[src/rtl/data_mem_responder_if.sv]
// Load/store handshake between the datapath (master) and the data memory responder (slave).
interface data_mem_responder_if;
    logic        MemRead;
    logic        MemWrite;
    logic [31:0] ram_addr;
    logic [31:0] write_data;
    logic [2:0]  funct3;
    logic [31:0] read_data;
    logic        mem_ready;
    logic        mem_error;

    modport master (
        output MemRead, MemWrite, ram_addr, write_data, funct3,
        input  read_data, mem_ready, mem_error
    );

    modport slave (
        input  MemRead, MemWrite, ram_addr, write_data, funct3,
        output read_data, mem_ready, mem_error
    );
endinterface

[src/rtl/data_mem_responder.sv]
// Multi-cycle data memory: requests are latched in IDLE, held through WAIT_STATES wait cycles,
// and answered with a one-cycle mem_ready pulse; a second combinational port feeds the display.
module data_mem_responder #(
    parameter int DEPTH_WORDS = 32,
    parameter int WAIT_STATES = 2
) (
    input  logic                clk,
    input  logic                reset,
    data_mem_responder_if.slave bus,
    input  logic [4:0]          addr_mem,
    output logic [31:0]         display_mem
);
    localparam int IDXW = (DEPTH_WORDS > 1) ? $clog2(DEPTH_WORDS) : 1;

    typedef enum logic [1:0] {
        ST_IDLE = 2'd0,
        ST_WAIT = 2'd1,
        ST_RESP = 2'd2
    } state_e;

    state_e          state_q, state_d;
    logic [3:0]      cnt_q, cnt_d;
    logic            rd_q, rd_d, wr_q, wr_d;
    logic [31:0]     addr_q, addr_d, wdata_q, wdata_d;
    logic [2:0]      f3_q, f3_d;
    logic [31:0]     rdata_q, rdata_d;
    logic            ready_q, ready_d, err_q, err_d;
    logic [31:0]     mem_q [DEPTH_WORDS];
    logic [31:0]     mem_d [DEPTH_WORDS];

    logic            req_rd_s, req_wr_s, req_err_s, entering_resp_s;
    logic [31:0]     req_addr_s, req_wdata_s, req_word_s;
    logic [2:0]      req_f3_s;
    logic [IDXW-1:0] req_idx_s;

    function automatic logic req_error(input logic rd, input logic wr,
                                       input logic [31:0] addr, input logic [2:0] f3);
        logic load_ok, store_ok, range_bad, align_bad;
        load_ok   = (f3 == 3'd0) || (f3 == 3'd1) || (f3 == 3'd2) || (f3 == 3'd4) || (f3 == 3'd5);
        store_ok  = (f3 == 3'd0) || (f3 == 3'd1) || (f3 == 3'd2);
        range_bad = ({2'b00, addr[31:2]} >= 32'(DEPTH_WORDS));
        align_bad = (((f3 == 3'd1) || (f3 == 3'd5)) && addr[0])
                 || ((f3 == 3'd2) && (addr[1:0] != 2'b00));
        return (rd && wr) || (rd && !load_ok) || (wr && !store_ok) || range_bad || align_bad;
    endfunction

    function automatic logic [31:0] load_extend(input logic [31:0] word, input logic [1:0] off,
                                                input logic [2:0] f3);
        logic [7:0]  b;
        logic [15:0] h;
        logic [31:0] r;
        b = word[{off, 3'b000} +: 8];
        h = off[1] ? word[31:16] : word[15:0];
        case (f3)
            3'd0:    r = {{24{b[7]}}, b};
            3'd1:    r = {{16{h[15]}}, h};
            3'd4:    r = {24'd0, b};
            3'd5:    r = {16'd0, h};
            default: r = word;
        endcase
        return r;
    endfunction

    function automatic logic [31:0] store_merge(input logic [31:0] old, input logic [31:0] data,
                                                input logic [1:0] off, input logic [2:0] f3);
        logic [31:0] r;
        r = old;
        case (f3)
            3'd0:    r[{off, 3'b000} +: 8] = data[7:0];
            3'd1:    r[{off[1], 4'b0000} +: 16] = data[15:0];
            default: r = data;
        endcase
        return r;
    endfunction

    // Request view: live inputs while IDLE (zero-wait capture), latched copies afterwards
    always_comb begin
        if (state_q == ST_IDLE) begin
            req_rd_s    = bus.MemRead;
            req_wr_s    = bus.MemWrite;
            req_addr_s  = bus.ram_addr;
            req_wdata_s = bus.write_data;
            req_f3_s    = bus.funct3;
        end else begin
            req_rd_s    = rd_q;
            req_wr_s    = wr_q;
            req_addr_s  = addr_q;
            req_wdata_s = wdata_q;
            req_f3_s    = f3_q;
        end
        req_idx_s  = req_addr_s[2 +: IDXW];
        req_word_s = mem_q[req_idx_s];
        req_err_s  = req_error(req_rd_s, req_wr_s, req_addr_s, req_f3_s);
    end

    // FSM state register with latched request
    always_ff @(posedge clk or posedge reset) begin
        if (reset) begin
            state_q <= ST_IDLE;
            cnt_q   <= 4'd0;
            rd_q    <= 1'b0;
            wr_q    <= 1'b0;
            addr_q  <= 32'd0;
            wdata_q <= 32'd0;
            f3_q    <= 3'd0;
        end else begin
            state_q <= state_d;
            cnt_q   <= cnt_d;
            rd_q    <= rd_d;
            wr_q    <= wr_d;
            addr_q  <= addr_d;
            wdata_q <= wdata_d;
            f3_q    <= f3_d;
        end
    end

    // FSM next-state and request capture
    always_comb begin
        state_d = state_q;
        cnt_d   = cnt_q;
        rd_d    = rd_q;
        wr_d    = wr_q;
        addr_d  = addr_q;
        wdata_d = wdata_q;
        f3_d    = f3_q;
        case (state_q)
            ST_IDLE: begin
                if (bus.MemRead || bus.MemWrite) begin
                    rd_d    = bus.MemRead;
                    wr_d    = bus.MemWrite;
                    addr_d  = bus.ram_addr;
                    wdata_d = bus.write_data;
                    f3_d    = bus.funct3;
                    if (WAIT_STATES == 0) begin
                        state_d = ST_RESP;
                    end else begin
                        state_d = ST_WAIT;
                        cnt_d   = 4'(WAIT_STATES - 1);
                    end
                end else begin
                    state_d = ST_IDLE;
                end
            end
            ST_WAIT: begin
                if (cnt_q == 4'd0) begin
                    state_d = ST_RESP;
                end else begin
                    cnt_d = cnt_q - 4'd1;
                end
            end
            ST_RESP: state_d = ST_IDLE;
            default: state_d = ST_IDLE;
        endcase
    end

    // FSM outputs: response and store commit are computed for the edge that enters RESP
    always_comb begin
        for (int i = 0; i < DEPTH_WORDS; i++) begin
            mem_d[i] = mem_q[i];
        end
        entering_resp_s = (state_d == ST_RESP) && (state_q != ST_RESP);
        ready_d = entering_resp_s;
        err_d   = entering_resp_s && req_err_s;
        rdata_d = 32'd0;
        if (entering_resp_s && !req_err_s) begin
            if (req_rd_s) begin
                rdata_d = load_extend(req_word_s, req_addr_s[1:0], req_f3_s);
            end else begin
                mem_d[req_idx_s] = store_merge(req_word_s, req_wdata_s, req_addr_s[1:0], req_f3_s);
            end
        end else begin
            rdata_d = 32'd0;
        end
    end

    // Registered response and memory array, all cleared by reset
    always_ff @(posedge clk or posedge reset) begin
        if (reset) begin
            rdata_q <= 32'd0;
            ready_q <= 1'b0;
            err_q   <= 1'b0;
            for (int i = 0; i < DEPTH_WORDS; i++) begin
                mem_q[i] <= 32'd0;
            end
        end else begin
            rdata_q <= rdata_d;
            ready_q <= ready_d;
            err_q   <= err_d;
            for (int i = 0; i < DEPTH_WORDS; i++) begin
                mem_q[i] <= mem_d[i];
            end
        end
    end

    assign bus.read_data = rdata_q;
    assign bus.mem_ready = ready_q;
    assign bus.mem_error = err_q;

    generate
        if (DEPTH_WORDS >= 32) begin : g_disp_full
            assign display_mem = mem_q[IDXW'(addr_mem)];
        end else begin : g_disp_part
            assign display_mem = (addr_mem < 5'(DEPTH_WORDS)) ? mem_q[addr_mem[IDXW-1:0]] : 32'd0;
        end
    endgenerate
endmodule

[src/flat_wrapper.sv]
// flat-port wrapper written by rule: the top's interface ports become plain ports
module data_mem_responder_flat 
#(
    parameter int DEPTH_WORDS = 32,
    parameter int WAIT_STATES = 2
)
  (clk, reset, addr_mem, display_mem, bus_MemRead, bus_MemWrite, bus_ram_addr, bus_write_data, bus_funct3, bus_read_data, bus_mem_ready, bus_mem_error);
  data_mem_responder_if bus_i ();
  input  logic clk;
  input  logic reset;
  input  logic [4:0] addr_mem;
  output logic [31:0] display_mem;
  input wire logic [$bits(bus_i.MemRead)-1:0] bus_MemRead;
  input wire logic [$bits(bus_i.MemWrite)-1:0] bus_MemWrite;
  input wire logic [$bits(bus_i.ram_addr)-1:0] bus_ram_addr;
  input wire logic [$bits(bus_i.write_data)-1:0] bus_write_data;
  input wire logic [$bits(bus_i.funct3)-1:0] bus_funct3;
  output wire logic [$bits(bus_i.read_data)-1:0] bus_read_data;
  output wire logic [$bits(bus_i.mem_ready)-1:0] bus_mem_ready;
  output wire logic [$bits(bus_i.mem_error)-1:0] bus_mem_error;
  assign bus_i.MemRead = bus_MemRead;
  assign bus_i.MemWrite = bus_MemWrite;
  assign bus_i.ram_addr = bus_ram_addr;
  assign bus_i.write_data = bus_write_data;
  assign bus_i.funct3 = bus_funct3;
  assign bus_read_data = bus_i.read_data;
  assign bus_mem_ready = bus_i.mem_ready;
  assign bus_mem_error = bus_i.mem_error;
  data_mem_responder #(.DEPTH_WORDS(DEPTH_WORDS), .WAIT_STATES(WAIT_STATES)) u_core (.clk(clk), .reset(reset), .bus(bus_i), .addr_mem(addr_mem), .display_mem(display_mem));
endmodule
[config.mk]
export PLATFORM = sky130hd
export DESIGN_NAME = data_mem_responder_flat
export DESIGN_NICKNAME = d
export VERILOG_FILES = /design/src/rtl/data_mem_responder_if.sv /design/src/rtl/data_mem_responder.sv /design/src/flat_wrapper.sv
export SDC_FILE = /design/constraint.sdc
export NUM_CORES = 2
export LEC_CHECK = 0
export BUFFER_PORTS_ARGS = -buffer_cell sky130_fd_sc_hd__buf_4
export CAP_MARGIN = 20
export CELL_PAD_IN_SITES_DETAIL_PLACEMENT = 1
export CELL_PAD_IN_SITES_GLOBAL_PLACEMENT = 1
export CORE_MARGIN = 10
export CORE_UTILIZATION = 40
export DETAILED_ROUTE_END_ITERATION = 7
export PLACE_DENSITY_LB_ADDON = 0.1
export SLEW_MARGIN = 20
export SYNTH_ARGS = -nofsm -noshare
export SYNTH_HDL_FRONTEND = slang
export SYNTH_SLANG_ARGS = --single-unit
[constraint.sdc]
create_clock -name clk -period 34.2 [get_ports clk]
set_input_delay 3.42 -clock clk [delete_from_list [all_inputs] [get_ports clk]]
set_output_delay 3.42 -clock clk [all_outputs]
set_load 0.01 [all_outputs]
-- After elaboration in Yosys (flattened, before gate mapping)
Index checks and enable logic that the tools add are counted.
- add/subtract/negate cells: 3
- magnitude comparators: 4
- eq/ne operators: 9
- shifts and indexed selects: 5
- mux-type cells: 29
- bitwise logic cells: 3
- reduce and logical (&&, ||, !) cells: 31
- operators by type and width (operator ; number):
    1024-bit bitwise mux ; 1
    32-bit 2-to-1 mux ; 11
    32-bit binary-select mux with 5-bit select ; 2
    32-bit demux with 5-bit select ; 1
    32-bit case mux with 4 select lines ; 1
    32-bit bitwise mux ; 2
    32-bit case mux with 2 select lines ; 1
    16-bit by 7-bit variable shift with 32-bit output, first input constant ; 1
    8-bit by 7-bit variable shift with 32-bit output, first input constant ; 1
    16-bit by 7-bit variable part select with 32-bit output ; 1
    32-bit by 6-bit variable part select with 8-bit output ; 1
    8-bit by 7-bit variable part select with 32-bit output ; 1
    30-bit by 6-bit greater-or-equal comparator with 1-bit output, second input constant ; 1
    16-bit 2-to-1 mux ; 1
    5-bit negation with 7-bit output ; 2
    6-bit greater-or-equal comparator, second input constant ; 2
    5-bit inverter with 6-bit output ; 2
    1-bit logical OR ; 11
    1-bit logical AND ; 9
    4-bit 2-to-1 mux ; 2
    4-bit case mux with 2 select lines ; 1
    3-bit == test, second input constant ; 2
    6-bit by 1-bit less-than comparator with 1-bit output, second input constant ; 1
    2-bit inequality test, second input constant ; 3
    17 further kinds ; 23
- bits in registers: 1133
- input bits: 76
- logic and storage cells: 126

-- Depth between registers and ports, before layout
- word-level depth: 17
- mapped depth: 15
- mapped depth without buffers: 11

-- Worst setup path after synthesis
OpenSTA, ideal clock, no wires.
- path type: input to output
- start point: input port addr_mem[0]
- end point: output port display_mem[14]
- data arrival time: 5.948 ns
- data required time: 30.780 ns
- slack: 24.832 ns
- stages on the path: 6
- cells stage by stage: clkbuf_1 > buf_1 > buf_1 > mux4_2 > mux4_2 > mux2_2
- word-level cells in the longest chain between the ends: 4
- RTL lines (element ; RTL line ; RTL):
    start: declaration ; flat_wrapper.sv:11 ; input logic [4:0] addr_mem;
    5-bit inverter with 6-bit output (implied by the code) ; data_mem_responder.sv:201 ; assign display_mem = mem_q[IDXW'(addr_mem)];
    32-bit binary-select mux with 5-bit select ; data_mem_responder.sv:201 ;
    32-bit 2-to-1 mux (implied by the code) (2 in a row) ; data_mem_responder.sv:201 ;
    end: declaration ; flat_wrapper.sv:12 ; output logic [31:0] display_mem;
Every way passes these cells. The select of a mux whose other input is x is not followed.

-- Worst setup path in the final report
- start point: input port addr_mem[0]
- end point: output port display_mem[24]
Same word-level chain as after synthesis.

==> impl_metrics.env <==
export IMPL_area_growth_syn_to_layout_pct=13.1
export IMPL_netlist_area_um2=55400
export IMPL_worstPathRequired_ns=30.78
export IMPL_r2r_cells=11
export IMPL_slew_viol_final=0
export IMPL_cp_startpoint="addr_mem[0]"
export IMPL_synth_area_leaders="dfrtp_1 51%, mux4_2 13%, o21ai_0 11%"
export IMPL_synth_distinct_cells=60
export IMPL_hold_class="reg -> reg"
export IMPL_critPathKind="in -> out"
export IMPL_grt_setup_unrepaired="no"
export IMPL_cp_arrival_ns=7.32
export IMPL_finalClockSkew_ns=0.0400
export IMPL_initial_core_util=0.403
export IMPL_final_setup_viol_count=0
export IMPL_synth_compound_area_frac=0.193
export IMPL_synthMuxAreaShare=0.154
export IMPL_synth_fp_nets=5475
export IMPL_place_area_um2=58000
export IMPL_synthMostInstantiatedCell="o21ai_0"
export IMPL_grt_usage=0.284
export IMPL_syn_avg_cell_area_um2=10.3
export IMPL_min_period_ns=10.74
export IMPL_die_w_um=392
export IMPL_fmax_mhz=93.1
export IMPL_cts_root_buf="clkbuf_16"
export IMPL_wire_per_inst_um=30.7
export IMPL_synth_seq_cells=1133
export IMPL_rows=136
export IMPL_dr_pass1_iters=5
export IMPL_numCtsBuffers=136
export IMPL_dpl_hpwl_um=123000
export IMPL_maxCapViolCount=0
export IMPL_post_cts_setup_buffers=0
export IMPL_overflow=0
export IMPL_ir_worst_vdd_mv=0.134
export IMPL_wl_met1_um=99500
export IMPL_die_h_um=392
export IMPL_io_buffer_count=141
export IMPL_drc=0
export IMPL_synth_top_family_by_area="compound AO/OA/AOI/OAI gates"
export IMPL_gp_congestion=0.813
export IMPL_holdBufCountCts=0
export IMPL_yosysWarnings=0
export IMPL_worst_pin_slew_ns=1.25
export IMPL_reg2reg_from="u_core.state_q[0]$_DFF_PP0_"
export IMPL_critPathLaunchType="input pin"
export IMPL_synth_simple_area_share=0.0983
export IMPL_nFillCells=14900
export IMPL_synthAdderAreaFrac=0.00158
export IMPL_p_per_area_nw_per_um2=84.1
export IMPL_via_count=45200
export IMPL_fin_tns_setup_ns=0
export IMPL_ys_async_sr_fraction=1.00
export IMPL_crit_end="display_mem[24]"
export IMPL_p_leak_nw=27.0
export IMPL_synth_top_cell_area_share=0.511
export IMPL_grt_max_degree=170
export IMPL_grt_pass1_vias=46300
export IMPL_cts_reportedPaths_clkPinSlew_ns=0.05
export IMPL_fp_dieArea_um2=154000
export IMPL_nets=5332
export IMPL_clkSinkCount=1133
export IMPL_yosysTopAreaCell="dfrtp_1"
export IMPL_synth_seq_area_share=0.511
export IMPL_reg2reg_slack_ns=28.12
export IMPL_hold_violations=0
export IMPL_dp_cells=6900
export IMPL_finalNonFillerCells=7148
export IMPL_worstReg2RegEnd="u_core.mem_q[205]$_DFFE_PP0P_"
export IMPL_slew_headroom=0.165
export IMPL_ant_nets=0
export IMPL_met3_length_um=15600
export IMPL_wl_met2_um=96100
export IMPL_htreeDepth=4
export IMPL_post_route_util=0.455
export IMPL_synth_edff_count=0
export IMPL_worstSkewPairLatency_ns=0.80
export IMPL_antenna_found_initial=9
export IMPL_synth_xor_xnor_area_share=0.000316
export IMPL_path_max_fanout=102
export IMPL_drive_above_1_share=0.183
export IMPL_status="finished, final reports clean"
export IMPL_period_share=0.314
export IMPL_synthTopCellsByCount="1,225 x o21ai_0, 1,133 x dfrtp_1, 1,114 x nand2_1, 521 x o22ai_1, 339 x clkbuf_1"
export IMPL_io_pins=142
export IMPL_drtIter0Drc=4077
export IMPL_synthFlopType="dfrtp_1"
export IMPL_post_cts_resize_count=0
export IMPL_cts_tree="done"
export IMPL_netlist_instances=5392
export IMPL_finalPower_w=0.00527
export IMPL_core_area_um2=138000
export IMPL_avgViaCountPerCell=6.33
export IMPL_clockBufferDepth=3
export IMPL_wl_um=219000
export IMPL_grt_first_pass_wirelength_um=326000
export IMPL_highest_layer="met5"
export IMPL_endpoint_kind="primary output"
export IMPL_design_area_um2=62700
-- worst max-delay path, stage by stage --
cell    delay (ns)
buf_8         0.63
buf_4         0.75
buf_12        0.62
mux4_2        0.60
mux4_2        0.50
mux2_2        0.39
buf_4         0.19
-- layer usage --
metal,up-vias,global-route usage
met5,-,0
met4,2,0.104
met3,401,0.0533
met2,1675,0.424
met1,23700,0.411
li1,19500,-
-- logic make-up after synthesis --
kind of cell             count (synthesis)
adder cells (fa/ha/maj)                  7
flip-flops                            1133
AO/OA/AOI/OAI                         1930
AND/OR/NAND/NOR                       1332
XOR/XNOR                                 2
multiplexers                           438
buffers and inverters                  550
-- worst min-delay path by stage --
stage	start	end	cells after the start
2_1_floorplan	u_core.rd_q$_DFFE_PP0P_	u_core.rd_q$_DFFE_PP0P_	2
3_3_place_gp	u_core.rd_q$_DFFE_PP0P_	u_core.rd_q$_DFFE_PP0P_	2
3_5_place_dp	u_core.rd_q$_DFFE_PP0P_	u_core.rd_q$_DFFE_PP0P_	2
4_1_cts	u_core.rd_q$_DFFE_PP0P_	u_core.rd_q$_DFFE_PP0P_	2
5_1_grt	u_core.wdata_q[26]$_DFFE_PP0P_	u_core.wdata_q[26]$_DFFE_PP0P_	1
6_report	u_core.cnt_q[0]$_DFFE_PP0P_	u_core.cnt_q[0]$_DFFE_PP0P_	1
-- flip-flops by register name, summed over array words and instances (netlist names) --
name / cells
u_core.mem_q: 1024
u_core.bus.mem_error: 1
u_core.bus.read_data: 32
u_core.state_q: 2
u_core.f3_q: 3
u_core.wdata_q: 32
u_core.rd_q: 1
u_core.bus.mem_ready: 1
u_core.addr_q: 32
u_core.wr_q: 1
u_core.cnt_q: 4
-- cell type report --
cell class / instances / area (um^2) / share of cell area
clock inverters: 42 / 443 / 0.00707
inverters: 16 / 63.8 / 0.00102
well taps: 1794 / 2240 / 0.0358
clock buffers: 199 / 4130 / 0.0659
flip-flops and latches: 1133 / 28400 / 0.452
multi-input cells: 3709 / 25300 / 0.404
repair buffers: 253 / 2120 / 0.0339
diodes: 2 / 5.00 / 0.0000798
-- stage by stage --
| stage | setup WS [ns] | hold WS, ns |
|---|---|---|
| floorplan | 15.14 | 0.441 |
| global placement | 23.38 | 0.455 |
| detailed placement | 23.33 | 0.486 |
| CTS | 23.33 | 0.499 |
| global route | 23.13 | 0.516 |
| finish | 23.46 | 0.493 |
-- placed cells by master, fill, tap and decap left out, types with 6 or more instances in the layout --
cell type,Yosys,routed
ha_1,7,7
nand4_1,64,64
inv_1,15,14
a221o_1,7,7
o22ai_1,521,521
a222oi_1,9,9
dfrtp_1,1133,1133
a221oi_4,0,9
nand2_4,0,30
nor2_1,54,50
buf_4,10,234
clkinv_2,0,25
bufinv_16,0,7
nand2_1,1114,1114
clkbuf_1,339,21
nor3_1,7,7
nor4_1,16,16
a21o_1,16,16
a31oi_1,9,9
buf_12,0,13
mux2i_1,19,18
nand3_1,9,9
clkbuf_8,0,36
a21oi_1,22,16
a221oi_2,0,9
o21ai_0,1225,1225
clkbuf_16,0,142
mux2_2,98,98
o221ai_1,6,6
nor2_4,1,8
mux4_2,320,320
o21ai_1,76,75
-- power breakdown --
part | switching [W] | leakage [nW] | internal, W | total [W]
combinational | 0.00178 | 9.02 | 0.000581 | 0.00236
clock | 0.000605 | 2.27 | 0.000888 | 0.00149
sequential | 0.0000322 | 15.7 | 0.00139 | 0.00142
total | 0.00242 | 27.0 | 0.00286 | 0.00527
No activity file was read; power rests on OpenSTA's default activity.
